File: src/rtl/chacha_round_sequencer.sv
`timescale 1ns/1ps
// -----------------------------------------------------------------------------
// chacha_round_sequencer
//
// Control FSM that walks the ChaCha20 quarter-round datapath through one
// keystream block: LOAD -> ROUNDS x 4 quarter-rounds (QR) -> feed-forward ADD
// -> OUT handshake. The datapath is fully slaved to the strobes below.
//
// Parameters
//   ROUNDS    rounds per block; even, >= 2. Even rounds are column rounds,
//             odd rounds are diagonal rounds.
//   QR_CYCLES clock cycles the datapath spends per quarter-round; >= 1.
//   RW        width of round_idx; 2**RW >= ROUNDS.
//
// Ports
//   clk, reset_n  clock (rising edge), asynchronous active-low reset
//   start         request one block; only looked at in IDLE
//   abort         synchronous abort back to IDLE, clears all counters
//   ks_ready      consumer accepts the keystream block
//   busy          high in every state except IDLE
//   load_state    one-cycle strobe: load key/nonce/counter
//   qr_en         datapath performs/advances a quarter-round this cycle
//   qr_idx        quarter-round index 0..3 within the current round
//   diag          0 = column round, 1 = diagonal round (round_idx[0])
//   round_idx     current round 0..ROUNDS-1
//   add_en        one-cycle strobe: working state += original state
//   ks_valid      keystream block valid, held until accepted
//   block_inc     one-cycle pulse on the ks_valid && ks_ready handshake
//   done          one-cycle pulse, same cycle as block_inc
//
// Optional feature (macro CHACHA_SEQ_BLKCNT_EN)
//   Adds output blk_cnt[31:0], a free-running count of completed blocks.
//   It resets to 0, wraps at 2**32 and is not cleared by abort.
// -----------------------------------------------------------------------------
module chacha_round_sequencer #(
  parameter int ROUNDS    = 20,
  parameter int QR_CYCLES = 1,
  parameter int RW        = 5
) (
  input  logic          clk,
  input  logic          reset_n,
  input  logic          start,
  input  logic          abort,
  input  logic          ks_ready,
  output logic          busy,
  output logic          load_state,
  output logic          qr_en,
  output logic [1:0]    qr_idx,
  output logic          diag,
  output logic [RW-1:0] round_idx,
  output logic          add_en,
  output logic          ks_valid,
  output logic          block_inc,
  output logic          done
`ifdef CHACHA_SEQ_BLKCNT_EN
  ,
  output logic [31:0]   blk_cnt
`endif
);

  localparam logic [2:0] S_IDLE = 3'd0;
  localparam logic [2:0] S_LOAD = 3'd1;
  localparam logic [2:0] S_QR   = 3'd2;
  localparam logic [2:0] S_ADD  = 3'd3;
  localparam logic [2:0] S_OUT  = 3'd4;

  // Sub-cycle counter needs at least one bit even when QR_CYCLES == 1.
  localparam int          SW         = (QR_CYCLES > 1) ? $clog2(QR_CYCLES) : 1;
  localparam logic [SW-1:0] SUB_LAST   = SW'(QR_CYCLES - 1);
  localparam logic [RW-1:0] ROUND_LAST = RW'(ROUNDS - 1);

  logic [2:0]    state_q, state_d;
  logic [SW-1:0] sub_q, sub_d;
  logic [1:0]    qr_idx_q, qr_idx_d;
  logic [RW-1:0] round_idx_q, round_idx_d;

  // ---------------------------------------------------------------------------
  // Next-state logic
  // ---------------------------------------------------------------------------
  always_comb begin
    // NOTE: every signal gets a default before the case so no path leaves it
    // unassigned; otherwise synthesis infers a latch to hold the old value.
    state_d     = state_q;
    sub_d       = sub_q;
    qr_idx_d    = qr_idx_q;
    round_idx_d = round_idx_q;

    if (abort) begin
      state_d     = S_IDLE;
      sub_d       = '0;
      qr_idx_d    = '0;
      round_idx_d = '0;
    end else begin
      case (state_q)
        S_IDLE: begin
          if (start) state_d = S_LOAD;
        end
        S_LOAD: begin
          sub_d       = '0;
          qr_idx_d    = '0;
          round_idx_d = '0;
          state_d     = S_QR;
        end
        S_QR: begin
          if (sub_q == SUB_LAST) begin
            sub_d = '0;
            if (qr_idx_q == 2'd3) begin
              // Final quarter-round of the final round: hold the indices so
              // the datapath still sees the last round during ADD.
              if (round_idx_q == ROUND_LAST) begin
                state_d = S_ADD;
              end else begin
                qr_idx_d    = 2'd0;
                round_idx_d = round_idx_q + RW'(1);
              end
            end else begin
              qr_idx_d = qr_idx_q + 2'd1;
            end
          end else begin
            sub_d = sub_q + SW'(1);
          end
        end
        S_ADD: begin
          state_d = S_OUT;
        end
        S_OUT: begin
          // A start arriving with the handshake is deliberately dropped.
          if (ks_ready) begin
            state_d     = S_IDLE;
            sub_d       = '0;
            qr_idx_d    = '0;
            round_idx_d = '0;
          end
        end
        default: begin
          state_d     = S_IDLE;
          sub_d       = '0;
          qr_idx_d    = '0;
          round_idx_d = '0;
        end
      endcase
    end
  end

  // NOTE: state registers use non-blocking assignments so every flop samples
  // the pre-edge values of its inputs, independent of statement order.
  always_ff @(posedge clk or negedge reset_n) begin
    if (!reset_n) begin
      state_q     <= S_IDLE;
      sub_q       <= '0;
      qr_idx_q    <= '0;
      round_idx_q <= '0;
    end else begin
      state_q     <= state_d;
      sub_q       <= sub_d;
      qr_idx_q    <= qr_idx_d;
      round_idx_q <= round_idx_d;
    end
  end

  // ---------------------------------------------------------------------------
  // Outputs: decoded from registered state only, except the handshake pulses.
  // ---------------------------------------------------------------------------
  assign busy       = (state_q != S_IDLE);
  assign load_state = (state_q == S_LOAD);
  assign qr_en      = (state_q == S_QR);
  assign add_en     = (state_q == S_ADD);
  assign ks_valid   = (state_q == S_OUT);
  assign qr_idx     = qr_idx_q;
  assign round_idx  = round_idx_q;
  assign diag       = round_idx_q[0];

  // An abort in the handshake cycle wins, so no completion is reported.
  assign block_inc  = ks_valid && ks_ready && !abort;
  assign done       = block_inc;

`ifdef CHACHA_SEQ_BLKCNT_EN
  logic [31:0] blk_cnt_q, blk_cnt_d;

  always_comb begin
    blk_cnt_d = block_inc ? blk_cnt_q + 32'd1 : blk_cnt_q;
  end

  always_ff @(posedge clk or negedge reset_n) begin
    if (!reset_n) blk_cnt_q <= '0;
    else          blk_cnt_q <= blk_cnt_d;
  end

  assign blk_cnt = blk_cnt_q;
`endif

endmodule

File: config.mk
export PLATFORM = sky130hd
export DESIGN_NAME = chacha_round_sequencer
export DESIGN_NICKNAME = d
export VERILOG_FILES = /design/src/rtl/chacha_round_sequencer.sv
export SDC_FILE = /design/constraint.sdc
export NUM_CORES = 1
export LEC_CHECK = 0
export ABC_AREA = 1
export CORE_AREA = 3 3 43 45
export DETAILED_ROUTE_END_ITERATION = 16
export DIE_AREA = 0 0 46 48
export PLACE_DENSITY = 0.77
export SYNTH_ARGS = -nofsm -noshare
export SYNTH_HDL_FRONTEND = slang
export SYNTH_SLANG_ARGS = --single-unit
File: constraint.sdc
create_clock -name clk -period 2.66 [get_ports clk]
set_input_delay 0.665 -clock clk [delete_from_list [all_inputs] [get_ports clk]]
set_output_delay 0.665 -clock clk [all_outputs]
set_load 0.02 [all_outputs]
==> flow_metrics.env, run 1 <==
export IMPL_drv_slew=0
export IMPL_outcome="completed"
export IMPL_fin_area_sq_um=942
export IMPL_cp_max_fo=2
export IMPL_cts_htree_levels=1
export IMPL_rows=14
export IMPL_cts_tree="done"
export IMPL_drt_pass1_iterations=4
export IMPL_min_path_cells=2
export IMPL_critical_path_class="in2out"
export IMPL_n_antenna_cell=0
export IMPL_worst_slack_ps=249
export IMPL_fp_dieH_um=48
export IMPL_cp_num_buf_inv=3
export IMPL_worst_path_max_delay_cell="clkdlybuf4s50_1"
export IMPL_placed_area_sq_um=922
export IMPL_setup_viol=0
export IMPL_portBuffers=19
export IMPL_first_global_vias=619
export IMPL_start_util=0.473
export IMPL_fin_worst_skew_ps=2.35
export IMPL_power_density_nw_per_um2=465
export IMPL_post_place_ws_ps=-93.8
export IMPL_hold_class="reg2reg"
export IMPL_drt_iter0_drc=11
export IMPL_vias_per_cell=4.93
export IMPL_ys_seq_area_frac=0.351
export IMPL_rr_startpoint="round_idx[0]"
export IMPL_grt_remaining_overflow=0
export IMPL_wl_per_cell_um=10.9
export IMPL_die_area_sq_um=2210
export IMPL_syn_cell_area_sq_um=712
export IMPL_coreArea_sq_um=1510
export IMPL_grt_pass1_wl_um=2500
export IMPL_required_ps=2000
export IMPL_place_hpwl_um=1170
export IMPL_worstHoldStart="qr_idx[1]"
export IMPL_drc=0
export IMPL_drv_cap=0
export IMPL_area_delta_synth_final_pct=32.3
export IMPL_cts_sinks=10
export IMPL_clockBufferDepth=2
export IMPL_min_period_ps=2410
export IMPL_stdcell_count=132
export IMPL_cts_buffers_inserted=3
export IMPL_drive_gt1_frac=0.181
export IMPL_worstSetupStartpointType="input port"
export IMPL_worst_r2r_cell_count=7
export IMPL_path_delay_family="buffers and inverters"
export IMPL_pin_count=20
export IMPL_cp_startpoint="ks_ready"
export IMPL_tns_ps=0
export IMPL_relSlewSlack=0.692
export IMPL_ys_ff_latch=10
export IMPL_track_usage=0.157
export IMPL_finalCritPeriodShare=0.906
export IMPL_routabilityCongestion=0.777
export IMPL_clk_latency_ps=260
export IMPL_synth_nets=101
export IMPL_synth_area_per_cell_sq_um=7.57
export IMPL_cp_end_kind="output port"
export IMPL_cp_arrival_ps=1750
export IMPL_worstMarginPinSlew_ps=461
export IMPL_fin_nets=125
export IMPL_clock_fmax_mhz=415
export IMPL_root_buffer="clkbuf_4"
export IMPL_power_mw=0.439
export IMPL_clkTransAtPathRegs_ps=60
export IMPL_yosysWarnings=0
export IMPL_dp_cells=129
export IMPL_cpPeakStageDelay_ps=450
export IMPL_hold_viol_final=0
export IMPL_ant_nets=0
export IMPL_fill_cells=148
export IMPL_p_leak_nw=0.487
export IMPL_crit_path_cell_trace="clkdlybuf4s50_1 > inv_1 > nor3_1 > dlygate4sd2_1"
export IMPL_grt_max_degree=11
export IMPL_synthCells=94
export IMPL_rsz0062_at_grt="no"
export IMPL_antenna_found_initial=0
export IMPL_drt_wl_total_um=1430
export IMPL_die_x_um=46
export IMPL_vias=651
export IMPL_vdd_ir_drop_max_v=0.000250
export IMPL_ys_types=19
export IMPL_worstSetupPathDepth=4
==> placed cells by master, fill, tap and decap left out <==
master           Yosys  final
inv_4                1      1
nor2_4               2      2
dlygate4sd2_1        0      2
nand2_4              2      2
inv_1                9      9
o21ai_4              1      1
clkbuf_4             0      3
clkdlybuf4s50_1      0     17
nand3_1             11     11
ha_1                 2      2
nor2_2               2      2
buf_4                2      2
inv_2                2      2
nand2_1             30     30
nor2_1               8      8
nor2_8               2      2
dfrtp_1             10     10
nand2_2              4      4
nor3_1               3      3
nand3b_1             1      1
xnor2_1              1      1
nand4_1              1      1
==> final timing paths <==
kind                                end  slack, ps
setup / recovery                   done        250
hold / removal                qr_idx[1]        510
setup reg to reg           round_idx[2]       1230
hold reg to reg               qr_idx[1]        510
max in group asynchronous  round_idx[2]       1620
min in group asynchronous    state_q[0]        720
==> synthesized netlist by cell type <==
cell / n / area [sq um]
nand2_1: 30 / 113
nand3_1: 11 / 55.1
dfrtp_1: 10 / 250
inv_1: 9 / 33.8
nor2_1: 8 / 30.0
nand2_2: 4 / 25.0
nor3_1: 3 / 15.0
buf_4: 2 / 15.0
ha_1: 2 / 25.0
inv_2: 2 / 7.51
nand2_4: 2 / 22.5
nor2_2: 2 / 12.5
nor2_4: 2 / 22.5
nor2_8: 2 / 40.0
inv_4: 1 / 6.26
nand3b_1: 1 / 7.51
nand4_1: 1 / 6.26
o21ai_4: 1 / 16.3
xnor2_1: 1 / 8.76
==> report_power, final <==
group / internal (mW) / leakage [nW] / switching (mW)
combinational: 0.0677 / 0.336 / 0.0957
clock: 0.0520 / 0.0138 / 0.0466
sequential: 0.163 / 0.137 / 0.0136
==> repair_timing <==
| action | CTS | global route |
|---|---|---|
| gates resized for setup | 2 | 0 |
| hold endpoints to repair | 0 | 0 |
| setup endpoints to repair | 2 | 0 |
| buffers inserted | 0 | 0 |
| hold buffers | 0 | 0 |
==> worst reg2reg max path, stage by stage (launching register included) <==
cell,delay [ps]
dfrtp_1,440
ha_1,270
nand2_1,120
nor2_4,60
o21ai_4,220
nand2_4,100
nand2_1,70
nand2_1,50
==> per-stage QoR <==
step | util | hold WS [ps]
finish | 0.625 | 509
global route | 0.625 | 560
CTS | 0.625 | 517
detailed placement | 0.612 | 503
global placement | 0.612 | 481
floorplan | - | 369
==> state kept, by name, indices dropped and copies added (netlist names) <==
register and flops:
round_idx 5, qr_idx 2, state_q 3
==> cells by family after synthesis <==
kind of cell,Yosys count,synth area share
simple gates,66,0.490
buf+inv,14,0.0879
flops,10,0.351
fa+ha+maj,2,0.0351
compound gates,1,0.0229
xor+xnor,1,0.0123
==> per-layer routing <==
| metal | up-vias | routed length [um] | track usage |
|---|---|---|---|
| met4 | 0 | 16 | 0.0511 |
| met3 | 2 | 85 | 0.0301 |
| met2 | 19 | 711 | 0.277 |
| met1 | 290 | 621 | 0.190 |
| li1 | 340 | - | - |
| met5 | - | 0 | 0 |
==> final cells by class <==
class	instances	area [sq um]	share of cell area
inverters	12	47.5	0.0505
well taps	16	20.0	0.0212
clock buffers	3	22.5	0.0239
repair buffers	21	203	0.215
flip-flops and latches	10	250	0.266
multi-input cells	70	399	0.424
(Power assumes the default switching activity.)
==> inputs of run 2 (changes only) <==
CORE_AREA = 3 3 44 46   (was 3 3 43 45)
CTS_CLUSTER_SIZE = 10   (was not set)
DIE_AREA = 0 0 47 49   (was 0 0 46 48)
PLACE_DENSITY = 0.74   (was 0.77)
clock period = 2.4 ns   (was 2.66 ns; I/O delays follow)
==> flow_metrics.env, run 2 (synthesis results as in run 1) <==
export IMPL_worstHoldStart="qr_idx[1]"
export IMPL_fp_dieH_um=49
export IMPL_drv_slew=0
export IMPL_required_ps=1800
export IMPL_area_delta_synth_final_pct=32.7
export IMPL_clock_fmax_mhz=433
export IMPL_largest_reg_flops=5
export IMPL_setup_viol=0
export IMPL_final_common_cell="nand2_1"
export IMPL_drv_cap=0
export IMPL_fin_nets=125
export IMPL_r2r_end="round_idx[2]"
export IMPL_drive_gt1_frac=0.181
export IMPL_worstSetupStartpointType="input port"
export IMPL_cp_arrival_ps=1710
export IMPL_hold_class="reg2reg"
export IMPL_outcome="completed"
export IMPL_die_x_um=47
export IMPL_placed_area_sq_um=922
export IMPL_coreArea_sq_um=1540
export IMPL_clockBufferDepth=2
export IMPL_worst_r2r_cell_count=7
export IMPL_utilization=0.613
export IMPL_cts_buffers_inserted=3
export IMPL_worst_slack_ps=87.9
export IMPL_critical_path_class="in2out"
export IMPL_ant_nets=0
export IMPL_grt_max_degree=11
export IMPL_n_antenna_cell=0
export IMPL_hold_path_end="qr_idx[1]"
export IMPL_fill_cells=154
export IMPL_drt_wl_total_um=1490
export IMPL_portBuffers=19
export IMPL_drc=0
export IMPL_worstMarginPinSlew_ps=445
export IMPL_wl_per_cell_um=11.3
export IMPL_start_util=0.462
export IMPL_cts_sinks=10
export IMPL_hold_viol_final=0
export IMPL_pin_count=20
export IMPL_grt_remaining_overflow=0
export IMPL_drt_pass1_iterations=2
export IMPL_rr_startpoint="round_idx[0]"
export IMPL_rsz0062_at_grt="no"
export IMPL_cp_max_fo=2
export IMPL_fin_area_sq_um=945
export IMPL_power_mw=0.492
export IMPL_cts_htree_levels=1
export IMPL_relSlewSlack=0.703
export IMPL_root_buffer="clkbuf_4"
export IMPL_place_hpwl_um=1170
export IMPL_min_period_ps=2310
export IMPL_cts_tree="done"
export IMPL_routabilityCongestion=0.808
export IMPL_grt_pass1_wl_um=2420
export IMPL_clkTransAtPathRegs_ps=60
export IMPL_min_path_cells=2
export IMPL_r2r_slack_ps=950
export IMPL_power_density_nw_per_um2=521
export IMPL_final_cell_mix="nand2_1 (30), clkdlybuf4s50_1 (16), nand3_1 (11)"
export IMPL_holdBufCountCts=0
export IMPL_vias_per_cell=4.91
export IMPL_post_cts_buffers=0
export IMPL_die_area_sq_um=2300
export IMPL_post_place_ws_ps=-276
export IMPL_drt_iter0_drc=7
export IMPL_rows=14
export IMPL_cp_startpoint="ks_ready"
export IMPL_antenna_found_initial=0
export IMPL_vdd_ir_drop_max_v=0.000291
export IMPL_finalCritPeriodShare=0.963
export IMPL_first_global_vias=610
export IMPL_track_usage=0.149
export IMPL_fin_worst_skew_ps=4.88
export IMPL_p_leak_nw=0.506
export IMPL_vias=648
export IMPL_clk_latency_ps=270
export IMPL_cp_end_kind="output port"
[run 2: metal layers]
layer / track usage / routed length (um)
met5: 0 / 0
met1: 0.173 / 638
met2: 0.240 / 722
met4: 0.0968 / 44
met3: 0.0221 / 84
[run 2: cell type report]
| cell class | instances | area (sq um) | share of cell area |
|---|---|---|---|
| multi-input cells | 70 | 399 | 0.423 |
| flip-flops and latches | 10 | 250 | 0.265 |
| repair buffers | 21 | 205 | 0.217 |
| inverters | 12 | 47.5 | 0.0503 |
| clock buffers | 3 | 22.5 | 0.0238 |
| well taps | 16 | 20.0 | 0.0212 |
[run 2: worst max-delay path, stage by stage]
cell	delay, ps
clkdlybuf4s50_1	450
inv_1	50
nor3_1	230
dlygate4sd2_1	380
[run 2: worst max-delay path by stage]
| stage | endpoint | slack, ps |
|---|---|---|
| 3_3_place_gp | done | -130 |
| 5_1_grt | done | 10 |
| 6_report | done | 90 |
| 2_1_floorplan | done | 370 |
| 4_1_cts | done | 40 |
| 3_5_place_dp | done | -280 |
[run 2: stage by stage]
stage                     cells  hold slack, ps  TNS [ps]
after floorplan              94             304         0
after global placement      129             482      -262
after detailed placement    129             494      -527
after CTS                   132             509         0
after global routing        132             554         0
final                       132             505         0
[run 2: repair_timing]
action / in CTS / in global routing
endpoints found under the hold margin: 0 / 0
resized for setup: 2 / 1
setup endpoints to repair: 2 / 1
[run 2: where the power goes]
part | leakage (nW) | internal (mW) | switching (mW) | total, mW
sequential | 0.137 | 0.180 | 0.0160 | 0.196
clock | 0.0138 | 0.0580 | 0.0580 | 0.116
combinational | 0.355 | 0.0750 | 0.105 | 0.180
total | 0.506 | 0.313 | 0.179 | 0.492
